`config.mk`:
```
export PLATFORM = sky130hd
export DESIGN_NAME = fp_mul_scheduler
export DESIGN_NICKNAME = d
export VERILOG_FILES = /design/src/rtl/fp_mul_scheduler.sv
export SDC_FILE = /design/constraint.sdc
export NUM_CORES = 2
export LEC_CHECK = 0
export ABC_AREA = 1
export CORE_UTILIZATION = 55
export DETAILED_ROUTE_END_ITERATION = 6
export PLACE_DENSITY = 0.81
export SLEW_MARGIN = 40
export SYNTH_ARGS = -nofsm -noshare
export SYNTH_HDL_FRONTEND = slang
export SYNTH_SLANG_ARGS = --single-unit
export TNS_END_PERCENT = 5
```
`constraint.sdc`:
```
create_clock -name clk -period 10.88 [get_ports clk]
set_input_delay 2.176 -clock clk [delete_from_list [all_inputs] [get_ports clk]]
set_output_delay 2.176 -clock clk [all_outputs]
set_load 0.02 [all_outputs]
```
`src/rtl/fp_mul_scheduler.sv`:
```
// Round-robin front end for one shared custom-float multiplier.
// S1 operand register -> combinational multiply -> S2 result register.
module fp_mul_scheduler #(
  parameter int NUM_REQ = 4,
  parameter int MAN_A = 23,
  parameter int MAN_B = 23,
  localparam int MAN_R = MAN_A + MAN_B + 1,
  localparam int ID_W = $clog2(NUM_REQ)
) (
  input  logic                          clk,
  input  logic                          rst,
  input  logic [NUM_REQ-1:0]            req_valid,
  output logic [NUM_REQ-1:0]            req_ready,
  input  logic [NUM_REQ*(MAN_A+9)-1:0]  req_a,
  input  logic [NUM_REQ*(MAN_B+9)-1:0]  req_b,
  output logic                          res_valid,
  input  logic                          res_ready,
  output logic [MAN_R+8:0]              res_data,
  output logic [ID_W-1:0]               res_id,
  output logic                          busy
);

  localparam int WA = MAN_A + 9;
  localparam int WB = MAN_B + 9;

  logic            s1_vld;
  logic [WA-1:0]   s1_a;
  logic [WB-1:0]   s1_b;
  logic [ID_W-1:0] s1_id;
  logic [ID_W-1:0] last_grant;

  logic s2_adv;
  logic s1_adv;
  logic s1_free;

  logic            gnt_found;
  logic [ID_W-1:0] gnt_idx;
  logic            accept;
  logic [WA-1:0]   a_sel;
  logic [WB-1:0]   b_sel;

  assign s2_adv  = !res_valid | res_ready;
  assign s1_adv  = s1_vld & s2_adv;
  assign s1_free = !s1_vld | s1_adv;
  assign accept  = s1_free & gnt_found;
  assign busy    = s1_vld | res_valid;

  // Rotating-priority search starting one past the last winner.
  always_comb begin
    int cand;
    logic [ID_W-1:0] cand_idx;
    gnt_found = 1'b0;
    gnt_idx = '0;
    cand = 0;
    cand_idx = '0;
    for (int k = 1; k <= NUM_REQ; k++) begin
      cand = int'(last_grant) + k;
      if (cand >= NUM_REQ)
        cand = cand - NUM_REQ;
      cand_idx = cand[ID_W-1:0];
      if (!gnt_found && req_valid[cand_idx]) begin
        gnt_found = 1'b1;
        gnt_idx = cand_idx;
      end
    end
  end

  // Grant is one-hot to the winner, suppressed while held in reset.
  always_comb begin
    req_ready = '0;
    if (!rst && accept)
      req_ready[gnt_idx] = 1'b1;
  end

  // Mux the winning requester's operands.
  always_comb begin
    a_sel = req_a[int'(gnt_idx)*WA +: WA];
    b_sel = req_b[int'(gnt_idx)*WB +: WB];
  end

  logic              m_sign;
  logic [7:0]        ea;
  logic [7:0]        eb;
  logic [MAN_A:0]    ma_ext;
  logic [MAN_B:0]    mb_ext;
  logic [MAN_R:0]    prod;
  logic [7:0]        m_exp;
  logic [MAN_R-1:0]  m_man;
  logic [MAN_R+8:0]  m_res;

  // Multiply S1 operands; exponent wraps mod 256, zero exponent flushes.
  always_comb begin
    m_sign = s1_a[WA-1] ^ s1_b[WB-1];
    ea = s1_a[WA-2 -: 8];
    eb = s1_b[WB-2 -: 8];
    ma_ext = {1'b1, s1_a[MAN_A-1:0]};
    mb_ext = {1'b1, s1_b[MAN_B-1:0]};
    prod = (MAN_R+1)'(ma_ext) * (MAN_R+1)'(mb_ext);
    m_exp = ea + eb + 8'd129 + {7'd0, prod[MAN_R]};
    if (prod[MAN_R])
      m_man = prod[MAN_R-1:0];
    else
      m_man = {prod[MAN_R-2:0], 1'b0};
    if (ea == 8'd0 || eb == 8'd0)
      m_res = {m_sign, 8'd0, {MAN_R{1'b0}}};
    else
      m_res = {m_sign, m_exp, m_man};
  end

  // S1 operand register and round-robin pointer.
  always_ff @(posedge clk or posedge rst) begin
    if (rst) begin
      s1_vld <= 1'b0;
      s1_a <= '0;
      s1_b <= '0;
      s1_id <= '0;
      last_grant <= ID_W'(NUM_REQ - 1);
    end else if (s1_free) begin
      s1_vld <= gnt_found;
      if (gnt_found) begin
        s1_a <= a_sel;
        s1_b <= b_sel;
        s1_id <= gnt_idx;
        last_grant <= gnt_idx;
      end
    end
  end

  // S2 result register, held while the consumer stalls.
  always_ff @(posedge clk or posedge rst) begin
    if (rst) begin
      res_valid <= 1'b0;
      res_data <= '0;
      res_id <= '0;
    end else if (s2_adv) begin
      res_valid <= s1_vld;
      if (s1_vld) begin
        res_data <= m_res;
        res_id <= s1_id;
      end
    end
  end

endmodule

```
==> impl_metrics.csv <==
group,metric,value,unit
job,cap_viol_max_count,0,
sta,relSlewSlack,45.4,%
clock_tree,clk_pin_slew,0.06,ns
clock_tree,cts_made_buffers,17,
critical_path,rrSetupSlack,2.35,ns
floorplanning,floorplan.core_area,51600,µm²
clock_tree,cts.sinks,128,
clock_tree,insertion_delay,0.45,ns
logic_synthesis,yosysWarnings,0,
route,vias_per_cell,5.18,
sta,grt_setup_unrepaired,"false",
min_path,min_path_cells,2,
cells_and_area,n_fill_cell,4537,
sta,min_period,8.53,ns
route,wirelength_met1,35.4,mm
cells_and_area,drive_gt1_share,2.72,%
sta,worstMarginPinSlew,0.819,ns
logic_synthesis,syn_avg_cell_area,6.90,µm²
route,top_layer,"met5",
logic_synthesis,yosys_most_used_dff,"dfrtp_1",
sta,fmax,0.117,GHz
global_routing,grt_pass1_vias,26700,
sta,finalSetupTns,0,ns
critical_path,timing.rr.start,"s1_b[7]",
min_path,hold_start,"s1_b[19]",
sta,finalSetupViolCount,0,
critical_path,cp-start-kind,"flop",
clock_tree,root_buffer,"clkbuf_16",
route,num_vias,26200,
logic_synthesis,syn_area,28900,µm²
placement,port_buffers,326,
route,wl_per_cell,17.0,µm
logic_synthesis,seq_area_frac_synth,11.1,%
route,finalWirelength,85.7,mm
logic_synthesis,synth.distinct_cells,41,
clock_tree,cts_resized,0,
floorplanning,die_y,231,µm
route,wl_met2,39.3,mm
cells_and_area,seq_area,3250,µm²
clock_tree,cts_tree,"yes",
clock_tree,clk_path_buf_depth,2,
route,dr.pass1.iters,6,
global_routing,grt_pass1_wl,141,mm
cells_and_area,multi_input_area,21100,µm²
logic_synthesis,syn-num-nets,5123,
global_routing,antenna_found_initial,1,
route,met3WireLength,8.33,mm
global_routing,grt_max_degree,81,
floorplanning,ios,327,
cells_and_area,syn_to_final_growth,13.8,%
clock_tree,cts-htree-levels,4,
global_routing,track_usage,33.7,%
cells_and_area,nets,5296,
critical_path,worstSetupEndpointType,"flop",
clock_tree,post-cts-setup-buffers,0,
cells_and_area,final_common_cell,"nand2_1",
placement,dpl_cell_area,32300,µm²
critical_path,worstSetupPathType,"flop to flop",
critical_path,max_stage_delay,0.57,ns
logic_synthesis,synth_edf_count,0,
route,drt_iter0_markers,2654,
critical_path,cp.required,11.26,ns
logic_synthesis,synth-async-reset-ratio,100,%
cells_and_area,post-route-cell-area,32900,µm²
route,antenna_left,0,
floorplanning,die-area,53500,µm²
global_routing,gr-total-overflow,0,
logic_synthesis,syn-instance-count,4191,
floorplanning,rows,83,
min_path,worstHoldEndpoint,"s1_b[19]",
logic_synthesis,synth-seq-cells,128,
critical_path,critPathMaxFanout,49,
min_path,hp-class,"flop to flop",
sta,period_share,78.4,%
placement,gp_congestion,0.990,
status,outcome,"completed",
clock_tree,cts_hold_buf,0,
placement,dp_hpwl,69.3,mm
route,route.detailed.drc,0,
cells_and_area,layout_common_cells,"1749 x nand2_1, 974 x inv_1, 483 x fa_1, 326 x clkdlybuf4s50_1, 232 x nand3_1",
floorplanning,dieWidth,231,µm
critical_path,r2r_end,"res_data[53]",
cells_and_area,diodes,0,
floorplanning,floorplan.initialDensity,56.0,%
sta,slew_violations,0,
critical_path,r2r_cells,36,
critical_path,worstPathArrival,8.91,ns
sta,hold_viol_final,0,
critical_path,crit_slowest_cell,"fa_1",
sta,skew,0.0168,ns
-- sequential cells by signal (all words and copies together) (netlist names) --
register	count
s1_b	32
res_id	2
res_data	56
s1_a	32
s1_id	2
last_grant	2
res_valid	1
s1_vld	1
-- worst max-delay path, delay by kind of cell, from the launching register on --
family                   cells  cell delay [ns]
XOR/XNOR                     1             0.14
flip-flops                   1             0.50
adder cells (fa/ha/maj)     10             4.64
AO/OA/AOI/OAI                3             0.51
buffers and inverters        8             1.09
AND/OR/NAND/NOR             14             1.55
-- synthesized netlist by cell type (all sizes together), types with 3 or more instances --
| cell type | n | share of area (%) |
|---|---|---|
| nor4 | 5 | 0.11 |
| o21ai | 15 | 0.26 |
| nand2 | 1759 | 23 |
| nand3 | 233 | 4.1 |
| buf | 76 | 1.8 |
| nand4 | 6 | 0.15 |
| dfrtp | 126 | 11 |
| fa | 483 | 33 |
| inv | 981 | 13 |
| o21a | 4 | 0.10 |
| nor2 | 93 | 1.3 |
| clkbuf | 121 | 1.6 |
| o21bai | 6 | 0.16 |
| nand3b | 9 | 0.23 |
| a21oi | 30 | 0.52 |
| a21o | 3 | 0.078 |
| ha | 186 | 8.1 |
| xnor2 | 29 | 0.88 |
| nor3 | 6 | 0.12 |
| xor2 | 5 | 0.15 |
| or2 | 7 | 0.15 |
-- worst max-delay path by stage --
stage	startpoint	endpoint	slack, ns	cells after the start
after floorplan	rst	req_ready[0]	2.82	3
after global placement	s1_b[17]	res_data[53]	2.28	35
after detailed placement	s1_a[19]	res_data[53]	2.17	35
after CTS	s1_a[19]	res_data[53]	2.13	35
after global routing	s1_b[22]	res_data[53]	1.73	34
final	s1_b[7]	res_data[53]	2.35	36
-- logic make-up after synthesis --
| kind of cell | synth area share (%) |
|---|---|
| XOR/XNOR | 1.03 |
| AO/OA/AOI/OAI | 1.23 |
| adder cells (fa/ha/maj) | 41.5 |
| buffers and inverters | 16.1 |
| flip-flops | 11.1 |
| AND/OR/NAND/NOR | 29.0 |
-- stage by stage --
stage          setup WS [ns]  cells  utilization [%]  hold slack [ns]
6_report                2.35   5055             63.7            0.482
5_1_grt                 1.73   5055             63.7            0.499
4_1_cts                 2.13   5055             63.7            0.482
3_5_place_dp            2.17   5025             62.6            0.465
3_3_place_gp            2.28   5025             62.5            0.462
2_1_floorplan           2.82   4191                -            0.469
-- area by class of cell --
class                      instances  area share, %
multi-input combinational       2885           64.1
inverter                         981           11.2
timing repair buffer             351           10.5
sequential                       128           9.88
tap                              680           2.59
clock buffer                      17           1.29
clock inverter                    13          0.430
-- metal layers --
layer / GRT usage [%] / up-vias
met5: 0 / -
met4: 10.0 / 2
met3: 7.34 / 182
met1: 46.1 / 12400
li1: - / 12300
met2: 53.7 / 1300
Power is left out: the tool's default activity adds up to more than one toggle a clock period on the data nets, which glitch-free logic cannot reach.
